--- config.mk ---
export PLATFORM = sky130hd
export DESIGN_NAME = rt_gray_cnt_ctrl
export DESIGN_NICKNAME = d
export VERILOG_FILES = /design/src/rtl/rt_gray_pkg.sv /design/src/rtl/rt_gray_cnt_ctrl_bin2gray.sv /design/src/rtl/rt_gray_cnt_ctrl.sv
export SDC_FILE = /design/constraint.sdc
export NUM_CORES = 1
export LEC_CHECK = 0
export CELL_PAD_IN_SITES_DETAIL_PLACEMENT = 0
export CELL_PAD_IN_SITES_GLOBAL_PLACEMENT = 1
export CORE_MARGIN = 8
export CORE_UTILIZATION = 40
export DETAILED_ROUTE_END_ITERATION = 12
export MAX_ROUTING_LAYER = met4
export PLACE_DENSITY_LB_ADDON = 0.15
export SETUP_SLACK_MARGIN = 0.02
export SLEW_MARGIN = 20
export SYNTH_ARGS = -nofsm -noshare
export SYNTH_HDL_FRONTEND = slang
export SYNTH_SLANG_ARGS = --single-unit
--- constraint.sdc ---
create_clock -name rt_i_clk -period 10.6 [get_ports rt_i_clk]
set_clock_uncertainty 0.15 [all_clocks]
set_input_delay 1.59 -clock rt_i_clk [delete_from_list [all_inputs] [get_ports rt_i_clk]]
set_output_delay 1.59 -clock rt_i_clk [all_outputs]
set_load 0.05 [all_outputs]
--- src/rtl/rt_gray_pkg.sv ---
// Shared types for the Gray counter sequencer: FSM state encoding and
// command direction values.
package rt_gray_pkg;

    typedef enum logic [1:0] {
        ST_IDLE = 2'd0,
        ST_LOAD = 2'd1,
        ST_RUN  = 2'd2,
        ST_DONE = 2'd3
    } state_t;

    localparam logic DIR_INC = 1'b0;
    localparam logic DIR_DEC = 1'b1;

endpackage

--- src/rtl/rt_gray_cnt_ctrl_bin2gray.sv ---
// Purely combinational binary-to-Gray converter. The parent registers the
// result on the same edge as the binary value it was derived from.
module rt_bin2gray #(
    parameter int WIDTH = 32
) (
    input  logic [WIDTH-1:0] bin,
    output logic [WIDTH-1:0] gray
);

    assign gray = bin ^ (bin >> 1);

endmodule

--- src/rtl/rt_gray_cnt_ctrl.sv ---
// Command-driven binary/Gray counter sequencer: accepts start/len/dir over a
// valid/ready handshake, then steps once per unstalled RUN cycle.
module rt_gray_cnt_ctrl
    import rt_gray_pkg::*;
#(
    parameter int PARAM_BIT_NUM = 32
) (
    input  logic                     rt_i_clk,
    input  logic                     rt_i_rst_n,
    input  logic                     rt_i_cmd_vld,
    output logic                     rt_o_cmd_rdy,
    input  logic                     rt_i_cmd_dir,
    input  logic [PARAM_BIT_NUM-1:0] rt_i_cmd_start,
    input  logic [PARAM_BIT_NUM-1:0] rt_i_cmd_len,
    input  logic                     rt_i_stall,
    input  logic                     rt_i_abort,
    output logic [PARAM_BIT_NUM-1:0] rt_o_cnt_bin,
    output logic [PARAM_BIT_NUM-1:0] rt_o_cnt_gray,
    output logic                     rt_o_busy,
    output logic                     rt_o_done,
    output logic                     rt_o_aborted
);

    localparam int N = PARAM_BIT_NUM;
    localparam logic [N-1:0] ONE = {{(N-1){1'b0}}, 1'b1};

    state_t         state;
    logic           cmd_dir;
    logic [N-1:0]   cmd_start;
    logic [N-1:0]   cmd_len;
    logic [N-1:0]   remaining;
    logic [N-1:0]   cnt_bin;
    logic [N-1:0]   cnt_gray;
    logic [N-1:0]   next_bin;
    logic [N-1:0]   next_gray;
    logic           aborted;

    // Abort takes priority, so neither a load nor a step may reach the count.
    always_comb begin
        next_bin = cnt_bin;
        case (state)
            ST_LOAD: begin
                if (!rt_i_abort) begin
                    next_bin = cmd_start;
                end
            end
            ST_RUN: begin
                if (!rt_i_abort && !rt_i_stall) begin
                    next_bin = (cmd_dir == DIR_DEC) ? (cnt_bin - ONE) : (cnt_bin + ONE);
                end
            end
            default: begin
                next_bin = cnt_bin;
            end
        endcase
    end

    rt_bin2gray #(.WIDTH(N)) u_bin2gray (
        .bin  (next_bin),
        .gray (next_gray)
    );

    always_ff @(posedge rt_i_clk or negedge rt_i_rst_n) begin
        if (!rt_i_rst_n) begin
            state     <= ST_IDLE;
            cmd_dir   <= DIR_INC;
            cmd_start <= '0;
            cmd_len   <= '0;
            remaining <= '0;
            cnt_bin   <= '0;
            cnt_gray  <= '0;
            aborted   <= 1'b0;
        end else begin
            cnt_bin  <= next_bin;
            cnt_gray <= next_gray;
            aborted  <= 1'b0;
            case (state)
                ST_IDLE: begin
                    if (rt_i_cmd_vld) begin
                        cmd_dir   <= rt_i_cmd_dir;
                        cmd_start <= rt_i_cmd_start;
                        cmd_len   <= rt_i_cmd_len;
                        state     <= ST_LOAD;
                    end
                end
                ST_LOAD: begin
                    if (rt_i_abort) begin
                        aborted <= 1'b1;
                        state   <= ST_IDLE;
                    end else begin
                        remaining <= cmd_len;
                        state     <= (cmd_len == '0) ? ST_DONE : ST_RUN;
                    end
                end
                ST_RUN: begin
                    if (rt_i_abort) begin
                        aborted <= 1'b1;
                        state   <= ST_IDLE;
                    end else if (!rt_i_stall) begin
                        remaining <= remaining - ONE;
                        if (remaining == ONE) begin
                            state <= ST_DONE;
                        end
                    end
                end
                ST_DONE: begin
                    state <= ST_IDLE;
                end
                default: begin
                    state <= ST_IDLE;
                end
            endcase
        end
    end

    assign rt_o_cmd_rdy  = (state == ST_IDLE);
    assign rt_o_busy     = (state == ST_LOAD) || (state == ST_RUN);
    assign rt_o_done     = (state == ST_DONE);
    assign rt_o_aborted  = aborted;
    assign rt_o_cnt_bin  = cnt_bin;
    assign rt_o_cnt_gray = cnt_gray;

endmodule

# Word level (Yosys, flattened, before mapping)
# Cells that the tools add are included.
# Widths: inputs -> output; s select.
[word_totals]
regBits = 164
inputBits = 70
output_inout_bits = 68
word_cells = 50
[op_classes]
addsub = 3
eq_ne = 10
n_mux = 17
n_bitwise = 1
reduce_logical = 11
[op_table]
columns = ["operator", "n"]
rows = [
  ["$mux 32", 6],
  ["$pmux 32 s2", 2],
  ["$sub 32x1->32 const B", 2],
  ["$add 32x1->32 const B", 1],
  ["$eq 32x1->1 const B", 1],
  ["$logic_not 32->1", 1],
  ["$xor 32x31->32", 1],
  ["$mux 2", 5],
  ["$ne 2x2->1 const B", 4],
  ["$pmux 2 s4", 1],
  ["$ne 3x3->1 const B", 2],
  ["$eq 2x2->1 const B", 2],
  ["$reduce_and 4->1", 1],
  ["$mux 1", 3],
  ["$reduce_and 3->1", 1],
  ["$eq 2x1->1 const B", 1],
  ["$logic_not 1->1", 2],
  ["$logic_not 2->1", 1],
  ["$reduce_and 2->1", 1],
  ["$reduce_bool 2->1", 1],
  ["$reduce_or 2->1", 1],
  ["$logic_and 1x1->1", 1],
  ["$logic_or 1x1->1", 1],
]

# Logic depth before layout (Yosys ltp)
# Gate-level depths: netlist (run 1).
[logic_depth]
ltp_word = 5
depth_mapped = 12
depth_no_buf = 12

# Cells and area by module
# From an unflattened synthesis (run 1), not the netlist that was laid out.
[unflattened]
hier_cells = 835
hier_area_um2 = 8792.2
[by_module_without_submodules]
columns = ["module", "n_inst", "cells_per_inst", "area_each_um2", "seq_area_each_um2"]
rows = [
  ["rt_gray_cnt_ctrl", 1, 803, 8513.2, 4103.9],
  ["rt_bin2gray", 1, 32, 279.0, 0.0],
]

# Worst setup path after synthesis (run 1)
# No wires, ideal clock.
[synth_timing]
path_kind = "register -> register"
start = "register cmd_dir"
end = "register cnt_gray[30] (netlist: rt_o_cnt_gray[30])"
setup_ns = 0.127
arrival_ns = 3.162
required_time_ns = 10.323
path_slack_ns = 7.161
stages_incl_launch_ff = 11
path_buffers = 0
period_less_slack_ns = 3.439
path_cell_list = "dfrtp_1 > ha_1 > a211o_1 > a211o_1 > a31oi_1 > o21a_1 > a211oi_1 > a311oi_1 > mux2i_1 > nand3_1 > xnor2_1"
[synth_between]
elab_chain_cells = 4
[synth_lines]
columns = ["item", "line", "text"]
rows = [
  ["from (decl)", "rt_gray_cnt_ctrl.sv:28", "logic cmd_dir;"],
  ["from (signal assigned)", "rt_gray_cnt_ctrl.sv:80", "cmd_dir <= rt_i_cmd_dir;"],
  ["$mux 32", "rt_gray_cnt_ctrl.sv:49", "next_bin = (cmd_dir == DIR_DEC) ? (cnt_bin - ONE) : (cnt_bin + ONE);"],
  ["$mux 32", "rt_gray_cnt_ctrl.sv:48", "if (!rt_i_abort && !rt_i_stall) begin"],
  ["$pmux 32 s2", "rt_gray_cnt_ctrl.sv:41", "case (state)"],
  ["net next_bin[31]", "rt_gray_cnt_ctrl.sv:34", "logic [N-1:0] next_bin;"],
  ["$xor 32x31->32", "rt_gray_cnt_ctrl_bin2gray.sv:10", "assign gray = bin ^ (bin >> 1);"],
  ["net next_gray[30]", "rt_gray_cnt_ctrl.sv:35", "logic [N-1:0] next_gray;"],
  ["to (signal assigned)", "rt_gray_cnt_ctrl.sv:75", "cnt_gray <= next_gray;"],
  ["to (decl)", "rt_gray_cnt_ctrl.sv:33", "logic [N-1:0] cnt_gray;"],
]
# The timed path passes the listed nets, and every way through them passes these cells.
# A chain may end at the register's enable or synchronous reset.

# Worst setup path in the final report (run 1)
[layout_timing]
start = "register state[0]"
end = "output port rt_o_busy"
[layout_between]
elab_chain_cells = 2
word_cells_on_any_way = 3
cone_classes = "eq/ne: 2; reduce/logical: 1"
[layout_lines]
columns = ["item", "line", "text"]
rows = [
  ["from (decl)", "rt_gray_cnt_ctrl.sv:27", "state_t state;"],
  ["from (signal assigned)", "rt_gray_cnt_ctrl.sv:92", "state <= (cmd_len == '0) ? ST_DONE : ST_RUN;"],
  ["$eq 2x1->1 or $eq 2x2->1 (tied branches)", "rt_gray_cnt_ctrl.sv:117", "assign rt_o_busy = (state == ST_LOAD) || (state == ST_RUN);"],
  ["$logic_or 1x1->1 (*)", "rt_gray_cnt_ctrl.sv:117", ""],
  ["to (decl)", "rt_gray_cnt_ctrl.sv:19", "output logic rt_o_busy,"],
]
# Every way passes the cells marked *; elsewhere a longest branch is shown, timed or not.

==> metrics.md, run 1 <==
| Metric | Value |
|---|---|
| Number of cells on the critical path | `3` |
| Clk sinks | `163` |
| Layout Cells excl Fill | `1319` |
| Grt ovf | `0` |
| Crit path capture type | `output port` |
| Crit path launch type | `flip-flop` |
| Starting density of the core | `40.4%` |
| Synth top area cells | `dfrtp_1, mux2_2, ha_1, a21oi_1, o21ai_0` |
| Pins over their slew limit | `0` |
| CTS H-tree depth | `4` |
| # diodes | `0` |
| Critical-path top delay cell | `clkdlybuf4s50_1` |
| Worst reg2reg path depth | `11` |
| Slew at the pin closest to its max-slew limit | `1.08 ns` |
| Number of vias per cell | `5.58` |
| Top FF cell, synth | `dfrtp_1` |
| Largest net degree at the start of global routing | `103` |
| Vias | `7363` |
| # DRC | `0` |
| Post-CTS setup buffers | `0` |
| Worst Path Arrival | `2.56 ns` |
| CP max FO | `14` |
| ANT nets after route | `0` |
| Synth cell types | `65` |
| Die height | `167 um` |
| Req. time, crit path | `8.86 ns` |
| First-pass GRT wire length | `40700 um` |
| FILL cells | `2077` |
| Tmin final | `4.30 ns` |
| Leakage | `4.78 nW` |
| Final Wtd Congestion | `0.853` |
| Sequential-to-total area share from yosys stat | `45.0%` |
| WL per Instance | `19.3 um` |
| Layout Nets | `1128` |
| Total GRT Usage | `18.7%` |
| Max cap viols | `0` |
| Crit path largest cell delay | `0.94 ns` |
| Final setup fails | `0` |
| Initial antenna violation count | `0` |
| RSZ-0062 raised after global routing | `no` |
| Setup CP Type | `flip-flop to output port` |
| Net Count, Synth | `1005` |
| Final core occ | `50.4%` |
| Critical path cell sequence | `inv_1 > ha_1 > clkdlybuf4s50_1` |
| Die area | `27700 um2` |
| Status | `completed` |
| Die X | `167 um` |
| Top Family by Delay on Critical Path | `buffers and inverters` |
| Yosys top cell area share | `45.0%` |
| Cts repair resizes | `0` |
| Post-synth EDFFs | `0` |
| Register bit total from synthesis | `163` |
| DR iter-0 viols | `453` |
| Final Hold Vio Count | `0` |
| Detailed placer's ending HPWL | `17500 um` |
| Worst min path class | `flip-flop to flip-flop` |
| Ys async rst share | `100%` |
| Most common cell in the synthesized netlist | `dfrtp_1` |
| Slew margin rel. | `28.3%` |
| Number of port buffers | `137` |
| Top Ports | `138` |
| Buffers plus inverters on the worst setup path | `2` |
| Clock transition at the registers of the reported paths | `0.06 ns` |
| Worst skew pair latency | `0.44 ns` |
| Layout area overhead | `24.9%` |
| CTS tree | `built` |
| Core area | `22400 um2` |
| Netlist Area Pre-Place | `9060 um2` |
| Num CTS Buffers | `17` |
| Synth cell count leaders | `dfrtp_1, a21oi_1, mux2_2` |
| Placed cells | `1287` |
| CTS root buf | `clkbuf_16` |
| Max frequency | `233 MHz` |
| Synth area leader | `dfrtp_1` |
| Clock Path Buffers | `2` |
| Synthesis Warnings | `0` |
| Mapped Cells | `898` |
| VDD IR max | `0.194 mV` |
| Vias in the first global route | `7342` |
| Period utilization | `40.6%` |
| Hold buffer count at cts | `0` |
| Synth Area per Inst | `10.1 um2` |
| Cell Rows | `55` |
| Worst hold path cell count | `1` |
| DR pass1 iterations | `5` |
| WL final | `25400 um` |
| Setup TNS | `0 ns` |
| PwrDens | `364 nW/um2` |
| Share of cells above drive strength 1 | `12.3%` |
final cells by class:
| cell class | count | area (um2) | share of cell area (%) |
|---|---|---|---|
| multi-input combinational | 667 | 4740 | 41.9 |
| sequential | 163 | 4080 | 36.0 |
| timing repair buffer | 146 | 1440 | 12.7 |
| clock buffer | 19 | 433 | 3.83 |
| tap | 285 | 357 | 3.15 |
| clock inverter | 13 | 173 | 1.53 |
| inverter | 26 | 97.6 | 0.862 |
kinds of logic after synthesis:
family	share of synthesized area [%]
compound gates	20.9
simple gates	11.2
flops	45.0
mux	9.75
buf+inv	2.86
xor+xnor	5.12
fa+ha+maj	5.19
metal layers:
layer / vias up / wire length [um] / share of wire [%] / GRT usage (%)
met5: - / 0 / 0 / -
met4: 0 / 253 / 1.0 / 4.31
met1: 3602 / 12800 / 50 / 25.8
met2: 167 / 11300 / 44 / 27.8
met3: 14 / 1120 / 4.4 / 4.11
li1: 3580 / - / - / -
layout by cell type, fill, tap and decap left out, drive strengths merged, types with 22 or more instances in the layout:
master	synthesis	layout
clkdlybuf4s50	0	136
nand2	62	62
ha	36	36
o21ai	67	67
o22ai	24	24
xnor2	24	24
mux2	66	66
a22o	22	22
dfrtp	163	163
nor2	53	53
inv	26	31
a21oi	77	77
xor2	29	29
nand3	24	24
sequential cells by signal, summed over array words and instances, names as in the netlist:
signal	count
cmd_len	32
state	2
cmd_start	32
rt_o_cnt_bin	32
rt_o_aborted	1
remaining	32
rt_o_cnt_gray	31
cmd_dir	1
through the flow:
stage	hold slack (ns)	cell area (um2)	setup WS, ns	power, mW
floorplan	0.329	9060	7.16	2.82
global placement	0.341	10700	6.08	3.46
detailed placement	0.346	10700	6.00	3.47
CTS	0.362	11300	6.29	4.15
global route	0.370	11300	6.18	4.41
finish	0.355	11300	6.30	4.12
where the power goes:
group / switching (mW) / total, mW / internal [mW]
Clock: 0.274 / 0.649 / 0.375
Sequential: 0.257 / 1.18 / 0.922
Combinational: 1.40 / 2.29 / 0.893
path summary, 6_finish.rpt:
kind	startpoint	to	slack (ns)
max in group asynchronous	rt_i_rst_n	remaining[26]	7.79
worst min-delay path	cmd_start[6]	cmd_start[6]	0.36
worst min register to register	cmd_start[6]	cmd_start[6]	0.36
worst max register to register	cmd_dir	rt_o_cnt_gray[30]	6.93
min in group asynchronous	rt_i_rst_n	rt_o_cnt_gray[0]	1.12
worst max-delay path	state[0]	rt_o_busy	6.30
(Power assumes the default switching activity.)
==> run 2, diff against run 1 <==
==> constraint.sdc (replaced) <==
create_clock -name rt_i_clk -period 4.35 [get_ports rt_i_clk]
set_clock_uncertainty 0.15 [all_clocks]
set_input_delay 0.6525 -clock rt_i_clk [delete_from_list [all_inputs] [get_ports rt_i_clk]]
set_output_delay 0.6525 -clock rt_i_clk [all_outputs]
set_load 0.05 [all_outputs]
==> metrics.md, run 2 (synthesis gave the netlist of run 1 again) <==
| Metric | Value |
|---|---|
| Slew at the pin closest to its max-slew limit | `0.889 ns (-0.186 ns)` |
| Crit path launch type | `flip-flop` |
| Commonest non-fill, non-tap cells in the layout | `dfrtp_1, clkdlybuf4s50_1, a21oi_1, mux2_2, nand2_1` |
| Placed cell areas | `10800 um2 (+0.88%)` |
| CP startpoint | `cmd_dir` |
| Reg-to-Reg End | `rt_o_cnt_gray[29]` |
| Reg-to-reg slack, setup | `0.90 ns (-6.03 ns)` |
| Worst min path class | `input port to asynchronous set/reset pin` |
| WL final | `25700 um (+1.0%)` |
| PwrDens | `886 nW/um2 (+140%)` |
| Seq pwr share | `28.7% (about the same)` |
| Final Wtd Congestion | `0.868 (+1.7%)` |
| Hold buffer count at cts | `0 (unchanged)` |
| Total power | `10.1 mW (+150%)` |
| Critical-path top delay cell | `dfrtp_1` |
| Detailed placer's ending HPWL | `18100 um (+3.6%)` |
| DR iter-0 viols | `498 (+9.9%)` |
| Cts repair resizes | `0 (unchanged)` |
| P_sw | `4.75 mW (+150%)` |
| Reg-to-Reg Start | `cmd_dir` |
| Clk sinks | `163 (unchanged)` |
| Core area | `22400 um2 (unchanged)` |
| Top Family by Delay on Critical Path | `compound AO/OA/AOI/OAI gates` |
| Setup CP Type | `flip-flop to flip-flop` |
| Final core occ | `50.8% (+0.37 points)` |
| Clock transition at the registers of the reported paths | `0.08 ns (+0.02 ns)` |
| Post-CTS setup buffers | `0 (unchanged)` |
| CTS tree | `built` |
| Final setup fails | `0 (unchanged)` |
| Number of vias per cell | `5.57 (-0.20%)` |
| Switch share | `47.0% (+0.14 points)` |
| # DRC | `0 (unchanged)` |
| Hold slack | `0.0980 ns (-0.257 ns)` |
| Die height | `167 um (unchanged)` |
| Pins over their slew limit | `0 (unchanged)` |
| Initial antenna violation count | `0 (unchanged)` |
| Num CTS Buffers | `17 (unchanged)` |
| Worst reg2reg path depth | `11 (unchanged)` |
| VDD IR max | `0.404 mV (+110%)` |
| Period utilization | `79.2%` |
| Slew margin rel. | `40.3% (+12 points)` |
| Die area | `27700 um2 (unchanged)` |
| Final Hold Vio Count | `0 (unchanged)` |
| Largest net degree at the start of global routing | `84 (-18%)` |
| Clock Path Buffers | `2 (unchanged)` |
| Req. time, crit path | `4.52 ns (-4.34 ns)` |
| Critical path cell sequence | `buf_4 > ha_1 > nand2_1 > nor2_1 > a31oi_4 > o41ai_4 > a221oi_4 > o41ai_2 > mux2i_1 > nor2_2 > xnor2_1` |
| Layout area overhead | `25.8%` |
| Cell Rows | `55 (unchanged)` |
| Grt ovf | `0 (unchanged)` |
| Setup TNS | `0 ns (unchanged)` |
| Tmin final | `3.45 ns` |
| # diodes | `0 (unchanged)` |
| Share of cells above drive strength 1 | `12.8% (+0.49 points)` |
| Total GRT Usage | `19.0% (+0.24 points)` |
| Worst skew pair latency | `0.44 ns (about the same)` |
| Vias in the first global route | `7398 (+0.76%)` |
| CTS root buf | `clkbuf_16` |
| Number of port buffers | `137 (unchanged)` |
| Crit path largest cell delay | `0.48 ns (-0.46 ns)` |
| CP max FO | `29 (+15)` |
| Starting density of the core | `40.4% (unchanged)` |
| Number of cells on the critical path | `11 (+8)` |
| Worst Setup EP | `rt_o_cnt_gray[29]` |
| ANT nets after route | `0 (unchanged)` |
| WL per Instance | `19.4 um (+0.47%)` |
| Comb pwr share | `55.7% (about the same)` |
| First-pass GRT wire length | `41400 um (+1.8%)` |
| Vias | `7387 (+0.33%)` |
| Crit path capture type | `flip-flop` |
| CTS H-tree depth | `4 (unchanged)` |
| Design Area, Final | `11400 um2 (+0.74%)` |
| DR pass1 iterations | `7 (+2)` |
| Buffers plus inverters on the worst setup path | `1 (-1)` |
| Leakage | `4.84 nW (+1.2%)` |
| Max frequency | `290 MHz` |
| Die X | `167 um (unchanged)` |
| Top Ports | `138 (unchanged)` |
| Worst Path Arrival | `3.61 ns (+1.05 ns)` |
| RSZ-0062 raised after global routing | `no` |
| Internal cell power | `5.35 mW (+140%)` |
| Clock power share | `15.6% (about the same)` |
| Status | `completed` |
| Most common cell after layout, fill and taps aside | `dfrtp_1` |
| Max cap viols | `0 (unchanged)` |
| Layout Nets | `1136 (+0.71%)` |
==> run 2: stage by stage <==
stage                     worst slack, ns  std cells
after CTS                           0.915       1326
after detailed placement            0.952       1295
final                               0.905       1326
after global routing                0.634       1326
after global placement              0.980       1295
after floorplan                     0.911        898
==> run 2: power by group through the flow <==
| stage | registers [mW] | clock network [mW] | logic [mW] |
|---|---|---|---|
| finish | 2.90 | 1.58 | 5.63 |
| global route | 3.00 | 1.67 | 6.14 |
| CTS | 2.90 | 1.62 | 5.66 |
| detailed placement | 2.91 | 0 | 5.62 |
| global placement | 2.92 | 0 | 5.61 |
| floorplan | 3.49 | 0 | 3.38 |
==> run 2: worst min-delay path by stage <==
stage / endpoint / startpoint / cells after the start / slack (ns)
after global routing: rt_o_cnt_gray[1] / rt_i_rst_n / 1 / 0.16
after floorplan: cmd_dir / rt_i_rst_n / 0 / 0.21
after detailed placement: cmd_start[30] / cmd_start[30] / 1 / 0.35
final: rt_o_cnt_gray[1] / rt_i_rst_n / 1 / 0.1
after CTS: rt_o_cnt_gray[1] / rt_i_rst_n / 1 / 0.14
after global placement: cmd_start[6] / cmd_start[6] / 1 / 0.34
==> run 2: metal layers <==
layer	up-vias	global-route usage, %	part of all wire, %
met4	0	3.68	0.79
met1	3610	26.8	51
met3	18	4.30	4.4
met5	-	-	0
met2	157	27.6	44
li1	3602	-	-
==> run 2: layout make-up <==
| type | instances | area, um2 |
|---|---|---|
| multi-input combinational | 667 | 4730 |
| clock buffer | 18 | 439 |
| fill | 2108 | 11000 |
| clock inverter | 13 | 163 |
| tap | 285 | 357 |
| inverter | 26 | 97.6 |
| timing repair buffer | 154 | 1540 |
| sequential | 163 | 4080 |
==> run 3, diff against run 2 <==
--- a/config.mk
+++ b/config.mk
@@ -8,7 +8,7 @@
 export CELL_PAD_IN_SITES_DETAIL_PLACEMENT = 0
 export CELL_PAD_IN_SITES_GLOBAL_PLACEMENT = 1
 export CORE_MARGIN = 8
-export CORE_UTILIZATION = 40
+export CORE_UTILIZATION = 38
 export DETAILED_ROUTE_END_ITERATION = 12
 export MAX_ROUTING_LAYER = met4
 export PLACE_DENSITY_LB_ADDON = 0.15
==> constraint.sdc (replaced) <==
create_clock -name rt_i_clk -period 2.9 [get_ports rt_i_clk]
set_clock_uncertainty 0.15 [all_clocks]
set_input_delay 0.435 -clock rt_i_clk [delete_from_list [all_inputs] [get_ports rt_i_clk]]
set_output_delay 0.435 -clock rt_i_clk [all_outputs]
set_load 0.05 [all_outputs]
==> metrics.md, run 3 (synthesis gave the netlist of run 1 again) <==
| Metric | Value |
|---|---|
| Status | `finished with violations` |
| Failing checks | `negative setup slack` |
| Final setup fails | `29 (+29)` |
| CTS tree | `built` |
| Leakage | `5.81 nW (+20%)` |
| Vias | `8085 (+9.4%)` |
| Req. time, crit path | `3.06 ns (-1.46 ns)` |
| WL final | `28500 um (+11%)` |
| Number of vias per cell | `5.33 (-4.4%)` |
| Initial antenna violation count | `0 (unchanged)` |
| Die height | `170 um (+2.3%)` |
| Vias in the first global route | `8355 (+13%)` |
| Grt ovf | `0 (unchanged)` |
| WL per Instance | `18.8 um (-3.1%)` |
| Slew at the pin closest to its max-slew limit | `0.685 ns (-0.204 ns)` |
| # diodes | `0 (unchanged)` |
| DR iter-0 viols | `516 (+3.6%)` |
| RSZ-0062 raised after global routing | `yes` |
| Slew margin rel. | `53.9% (+14 points)` |
| Period utilization | `108% (+29 points)` |
| Crit path capture type | `flip-flop` |
| CTS root buf | `clkbuf_16` |
| Worst min path class | `flip-flop to flip-flop` |
| Commonest non-fill, non-tap cells in the layout | `dfrtp_1, buf_4, clkdlybuf4s50_1, mux2_2, a21oi_1` |
| Crit path launch type | `flip-flop` |
| Max cap viols | `0 (unchanged)` |
| CP max FO | `8 (-72%)` |
| PwrDens | `1380 nW/um2 (+56%)` |
| Pins over their slew limit | `0 (unchanged)` |
| DR pass1 iterations | `5 (-2)` |
| Tmin final | `3.13 ns (-0.319 ns)` |
| Die X | `170 um (+2.3%)` |
| Layout Nets | `1294 (+14%)` |
| Total power | `18.7 mW (+85%)` |
| Share of cells above drive strength 1 | `33.3% (+21 points)` |
| Crit path setup slack, layout | `-0.227 ns (-1.13 ns)` |
| Design Area, Final | `13600 um2 (+19%)` |
| Starting density of the core | `38.6% (-1.8 points)` |
| ANT nets after route | `0 (unchanged)` |
| Setup CP Type | `flip-flop to flip-flop` |
| Core area | `23500 um2 (+4.6%)` |
| Cell Rows | `56 (+1.8%)` |
| Worst Path Arrival | `3.29 ns (-0.32 ns)` |
| # DRC | `0 (unchanged)` |
| VDD IR max | `0.735 mV (+82%)` |
| Clk sinks | `163 (unchanged)` |
| Placed cells | `1460 (+13%)` |
| Most common cell after layout, fill and taps aside | `dfrtp_1` |
| First-pass GRT wire length | `45600 um (+10%)` |
| Detailed placer's ending HPWL | `19800 um (+9.1%)` |
| CTS H-tree depth | `4 (unchanged)` |
| Final Hold Vio Count | `0 (unchanged)` |
| Die area | `29000 um2 (+4.8%)` |
| Worst skew pair latency | `0.44 ns (about the same)` |
| Layout area overhead | `50.0%` |
| Num CTS Buffers | `17 (unchanged)` |
| Largest net degree at the start of global routing | `66 (-21%)` |
| Total GRT Usage | `20.4% (+1.4 points)` |
| Hold slack | `0.361 ns (+0.263 ns)` |
| Final Wtd Congestion | `0.881 (+1.6%)` |
| Clock Path Buffers | `2 (unchanged)` |
| Top Ports | `138 (unchanged)` |
| Layout Cells excl Fill | `1518 (+14%)` |
| Max frequency | `320 MHz (+10%)` |
| Clock transition at the registers of the reported paths | `0.07 ns (about the same)` |
| Placed cell areas | `12000 um2 (+11%)` |
| Number of port buffers | `137 (unchanged)` |
==> run 3: worst max-delay path: stages (launching register included) <==
cell and delay (ns):
dfrtp_4 0.55, buf_12 0.18, buf_16 0.15, ha_4 0.23, a21o_1 0.17, a21oi_2 0.15, o21ai_1 0.07, a211o_1 0.36
o211ai_1 0.24, a31oi_1 0.15, mux2i_1 0.15, a21oi_2 0.22, inv_1 0.09, xnor2_1 0.13
==> run 3: layer usage <==
metal / vias up / global-route usage, % / routed length [um]
met5: - / - / 0
li1: 3925 / - / -
met4: 0 / 4.88 / 403
met1: 3959 / 27.8 / 13600
met3: 28 / 3.54 / 1170
met2: 173 / 31.2 / 13300
==> run 3: cell type report <==
type	instances	area [um2]
Fill cell	2043	9880
Tap cell	319	399
Clock inverter	12	144
Sequential cell	163	4090
Timing Repair Buffer	312	2940
Multi-Input combinational cell	667	5470
Clock buffer	19	453
Inverter	26	97.6
==> run 3: worst paths after layout <==
path	to	slack, ns	startpoint	cells after the start
hold reg to reg	cmd_start[27]	0.36	cmd_start[27]	1
hold / removal	cmd_start[27]	0.36	cmd_start[27]	1
setup reg to reg	rt_o_cnt_gray[29]	-0.23	cmd_dir	13
setup / recovery	rt_o_cnt_gray[29]	-0.23	cmd_dir	13
min in group asynchronous	cmd_len[8]	0.37	rt_i_rst_n	2
max in group asynchronous	rt_o_cnt_bin[31]	1.55	rt_i_rst_n	3
==> run 3: power breakdown <==
group,switching (mW),internal (mW)
registers,0.992,3.38
logic,6.32,5.69
clock network,1.03,1.33
total,8.35,10.4
==> run 3: what timing repair did <==
item,4_1_cts,5_1_grt
endpoints found under the hold margin,47,0
pin swaps,39,64
setup buffers,12,17
hold buffers,1,0
gates cloned,2,0
resized for setup,91,60
setup endpoints to repair,40,42
==> run 3: through the flow <==
| step | TNS [ns] | util (%) | worst slack [ns] |
|---|---|---|---|
| 3_3_place_gp | -6.11 | 51.2 | -0.390 |
| 2_1_floorplan | -0.946 | - | -0.148 |
| 6_report | -3.19 | 57.9 | -0.227 |
| 5_1_grt | -7.45 | 57.9 | -0.371 |
| 3_5_place_dp | -6.78 | 51.2 | -0.373 |
| 4_1_cts | -2.17 | 56.4 | -0.202 |
